$ cat src/rtl/updown_counter_bank.sv
// Bank of NCH independent up/down counters with wrap/saturate limit, terminal-count
// pulses and a registered one-hot read port with a sticky select-error flag.
module updown_counter_bank #(
   parameter int unsigned WIDTH = 8,
   parameter int unsigned NCH   = 4,
   parameter int unsigned SAT   = 0,
   parameter int unsigned LIMIT = 2**WIDTH - 1
) (
   input  logic             clk,
   input  logic             reset,
   input  logic [NCH-1:0]   en,
   input  logic [NCH-1:0]   dir,
   input  logic [NCH-1:0]   load,
   input  logic [WIDTH-1:0] load_val,
   input  logic [NCH-1:0]   rd_sel,
   input  logic             clr_err,
   output logic [WIDTH-1:0] rd_data,
   output logic             rd_err,
   output logic [NCH-1:0]   tc,
   output logic             any_tc
);

   localparam logic [WIDTH-1:0] LIM      = WIDTH'(LIMIT);
   localparam logic [WIDTH-1:0] ONE      = WIDTH'(1);
   localparam logic             SAT_MODE = (SAT != 0);

   logic [WIDTH-1:0] cnt_q [NCH];
   logic [WIDTH-1:0] cnt_d [NCH];
   logic [NCH-1:0]   tc_d;
   logic [WIDTH-1:0] rd_data_d;
   logic             rd_err_d;
   logic             sel_ok;

   // Per-channel next count: load > enable > hold; bound hit raises tc.
   always_comb begin
      tc_d = '0;
      for (int unsigned i = 0; i < NCH; i++) begin
         cnt_d[i] = cnt_q[i];
         if (load[i]) begin
            cnt_d[i] = (load_val > LIM) ? LIM : load_val;
         end else if (en[i]) begin
            if (!dir[i]) begin
               if (cnt_q[i] == LIM) begin
                  tc_d[i]  = 1'b1;
                  cnt_d[i] = SAT_MODE ? LIM : '0;
               end else begin
                  cnt_d[i] = cnt_q[i] + ONE;
               end
            end else begin
               if (cnt_q[i] == '0) begin
                  tc_d[i]  = 1'b1;
                  cnt_d[i] = SAT_MODE ? '0 : LIM;
               end else begin
                  cnt_d[i] = cnt_q[i] - ONE;
               end
            end
         end
      end
   end

   // Read mux on pre-edge counts; invalid select returns all ones and sets the flag.
   always_comb begin
      sel_ok    = $onehot(rd_sel);
      rd_data_d = '0;
      for (int unsigned i = 0; i < NCH; i++) begin
         if (rd_sel[i]) rd_data_d = rd_data_d | cnt_q[i];
      end
      rd_err_d = rd_err;
      if (!sel_ok) begin
         rd_data_d = '1;
         rd_err_d  = 1'b1;
      end else if (clr_err) begin
         rd_err_d  = 1'b0;
      end
   end

   always_ff @(posedge clk or posedge reset) begin
      if (reset) begin
         for (int unsigned i = 0; i < NCH; i++) cnt_q[i] <= '0;
         rd_data <= '0;
         rd_err  <= 1'b0;
         tc      <= '0;
         any_tc  <= 1'b0;
      end else begin
         for (int unsigned i = 0; i < NCH; i++) cnt_q[i] <= cnt_d[i];
         rd_data <= rd_data_d;
         rd_err  <= rd_err_d;
         tc      <= tc_d;
         any_tc  <= |tc_d;
      end
   end

endmodule
$ cat config.mk
export PLATFORM = sky130hd
export DESIGN_NAME = updown_counter_bank
export DESIGN_NICKNAME = d
export VERILOG_FILES = /design/src/rtl/updown_counter_bank.sv
export SDC_FILE = /design/constraint.sdc
export NUM_CORES = 1
export LEC_CHECK = 0
export CORE_UTILIZATION = 52
export CTS_BUF_LIST = sky130_fd_sc_hd__clkbuf_4
export DETAILED_ROUTE_END_ITERATION = 7
export HOLD_SLACK_MARGIN = 0.12
export MAX_ROUTING_LAYER = met4
export PLACE_DENSITY = 0.78
export SYNTH_ARGS = -nofsm -noshare
export SYNTH_HDL_FRONTEND = slang
export SYNTH_SLANG_ARGS = --single-unit
$ cat constraint.sdc
create_clock -name clk -period 2.6 [get_ports clk]
set_input_delay 0.52 -clock clk [delete_from_list [all_inputs] [get_ports clk]]
set_output_delay 0.52 -clock clk [all_outputs]
set_load 0.02 [all_outputs]
==> run_results.csv <==
group,metric,value,unit
synthesis,ys_seq_area_share,30.55,%
pwr,power.switching,0.0007678,W
pwr,sw_frac_of_total,37.01,%
pwr,ir_drop,0.0003833,V
synthesis,ys_warn_count,0,
global_routing,grt_max_degree,26,
synthesis,synth_nets,511,
sta,fin_crit,2.281,ns
route,drc_errors,0,
final_layout,final_area,4275,um2
global_routing,antenna_found_initial,0,
clocking,cts_sinks,46,
global_routing,grt_pass1_wl,17030,um
route,wl_per_cell,17.39,um
floorplan,die-width,87.12,um
route,initialDrtViolationCount,277,
synthesis,ys_dominant_reg_cell,"dfrtp_1",
sta,fin_crit_sh,87.71,%
synthesis,synth.distinct_cells,66,
clocking,cts_buffers,5,
synthesis,synth_seq_cells,46,
route,wl,10230,um
pwr,internal-power,0.001307,W
synthesis,synthesis.area,3767,um2
final_layout,drive_above_1_share,8.130,%
sta,slew_headroom,61.76,%
flow_run,max_cap_viol_count,0,
final_layout,final_core_util,61.90,%
synthesis,synth_cells,470,
final_layout,final_common_cell,"dfrtp_1",
synthesis,synth-edff-count,0,
sta,finClkSkew,0.01686,ns
place,dpl_cell_area,4193,um2
place,post-place-cells,580,
pwr,seq_power_share,46.8,%
place,gp_congestion,0.9143,
floorplan,core-area,6907,um2
synthesis,async_flop_share,100.0,%
place,portBuffers,40,
floorplan,placementRows,30,
min_path,hp-class,"primary input to asynchronous set/reset pin",
final_layout,multiInputGateArea,2285,um2
route,avgViaCountPerCell,6.265,
sta,rsz0062_at_grt,"no",
clocking,clk_latency,0.38,ns
clocking,hold_buffers,0,
floorplan,die_y,87.12,um
final_layout,seqCellArea,1151,um2
floorplan,ios,41,
worst_setup_path,worstPathMaxFanout,9,
sta,tightestPinTransition,0.5728,ns
worst_setup_path,start_kind,"primary input",
worst_setup_path,crit_required,2.86,ns
final_layout,final_cell_count_no_fill,588,
final_layout,syn2layout_area_growth,13.48,%
final_layout,finalNetCount,532,
floorplan,die_area,7589,um2
worst_setup_path,reg2reg_depth,7,
clocking,cts_root_buf,"clkbuf_4",
place,hpwl,7457,um
sta,fmaxAchievable,0.4385,GHz
pwr,p_comb_share,30.3,%
clocking,cts_tree,"done",
global_routing,overflow,0,
pwr,power_density,485.2,nW/um2
route,ant_nets,0,
sta,slew_violations,0,
clocking,clkTransAtPathRegs,0.15,ns
status,outcome,"complete, no violations",
worst_setup_path,worstPathArrival,2.54,ns
pwr,p_total,0.002074,W
route,dr.pass1.iters,5,
floorplan,start_util,54.55,%
final_layout,fillers,635,
worst_setup_path,endpoint_kind,"flop",
synthesis,syn_avg_cell_area,8.016,um2
sta,setup_viol,0,
worst_setup_path,critPathKind,"primary input to flop",
clocking,cts-resized-gates,0,
sta,hold_slack,0.4997,ns
route,vias,3684,
final_layout,antenna_cells,0,
global_routing,grt_pass1_vias,3436,
pwr,p_leak,1.701,nW
pwr,clockPowerShare,22.9,%
final_layout,layout_common_cells,"dfrtp_1, nand2_1, clkdlybuf4s50_1",
global_routing,track_usage,30.11,%
clocking,post_cts_buffers,0,
sta,hold_viol,0,
clocking,cts_max_level,2,
clocking,cts.path.max_buffers,2,
## cells by family after synthesis
logic type      after synthesis  synth area share (%)
simple gates                168                 24.28
xor+xnor                     22                 5.114
flops                        46                 30.55
compound gates              147                 25.74
fa+ha+maj                    14                 4.849
buf+inv                      71                 8.934
mux                           2                0.5314
## path summary, 6_finish.rpt
| check | from | to | slack, ns |
|---|---|---|---|
| min reg2reg | rd_err | rd_err | 0.54 |
| max in group asynchronous | reset | tc[2] | 1.51 |
| min | reset | rd_err | 0.50 |
| min in group clk | rd_err | rd_err | 0.54 |
| max | rd_sel[3] | rd_data[0] | 0.32 |
| max reg2reg | cnt_q[8] | any_tc | 0.62 |
## worst max-delay path: stages
cell and delay, ns:
clkdlybuf4s50_1 0.53, inv_1 0.07, fa_1 0.48, inv_1 0.05
ha_1 0.18, ha_1 0.28, nor3b_2 0.17, buf_4 0.18
nand3_1 0.08
## power groups by stage
stage,logic [W],registers (W),clock network [W]
floorplan,0.000542,0.000866,0
global placement,0.000606,0.000978,0
detailed placement,0.000621,0.000980,0
CTS,0.000626,0.000964,0.000484
global route,0.000705,0.000986,0.000513
finish,0.000629,0.000971,0.000475
## final cells by class
type	instances	share of cell area, %
Timing Repair Buffer	58	12.53
Clock inverter	1	0.7024
Clock buffer	7	1.229
Multi-Input combinational cell	353	53.44
Tap cell	96	2.809
Sequential cell	46	26.92
Inverter	27	2.370
## sequential cells by signal, summed over array words and instances, names as in the netlist
signal   count
cnt_q       32
tc           4
rd_data      8
any_tc       1
rd_err       1
## routing by layer
metal  GRT usage, %  share of wire, %  vias up
li1               -                 -     1750
met1          41.11                45     1776
met2          45.74                47      137
met3          3.507               5.6       21
met4          11.92               2.9        0
met5              -                 0        -
## per-stage QoR
stage               setup TNS [ns]  worst slack [ns]
finish                           0            0.3195
global route                     0            0.2566
CTS                              0            0.3223
detailed placement         -0.6237          -0.07677
global placement           -0.4019          -0.05149
floorplan                        0           0.09939
## synth_stat cells (10+ instances only)
master	instances	area, um2
ha_1	13	162.7
nand2_1	44	165.2
a22oi_1	17	127.6
xnor2_1	12	105.1
nor3_1	15	75.07
nor2_1	30	112.6
dfrtp_1	46	1151
a21oi_1	31	155.2
inv_1	27	101.4
xor2_1	10	87.58
a31oi_1	11	68.82
o21ai_0	29	145.1
clkbuf_1	25	93.84
nand3_1	24	120.1
No activity file was read; power rests on OpenSTA's default activity.
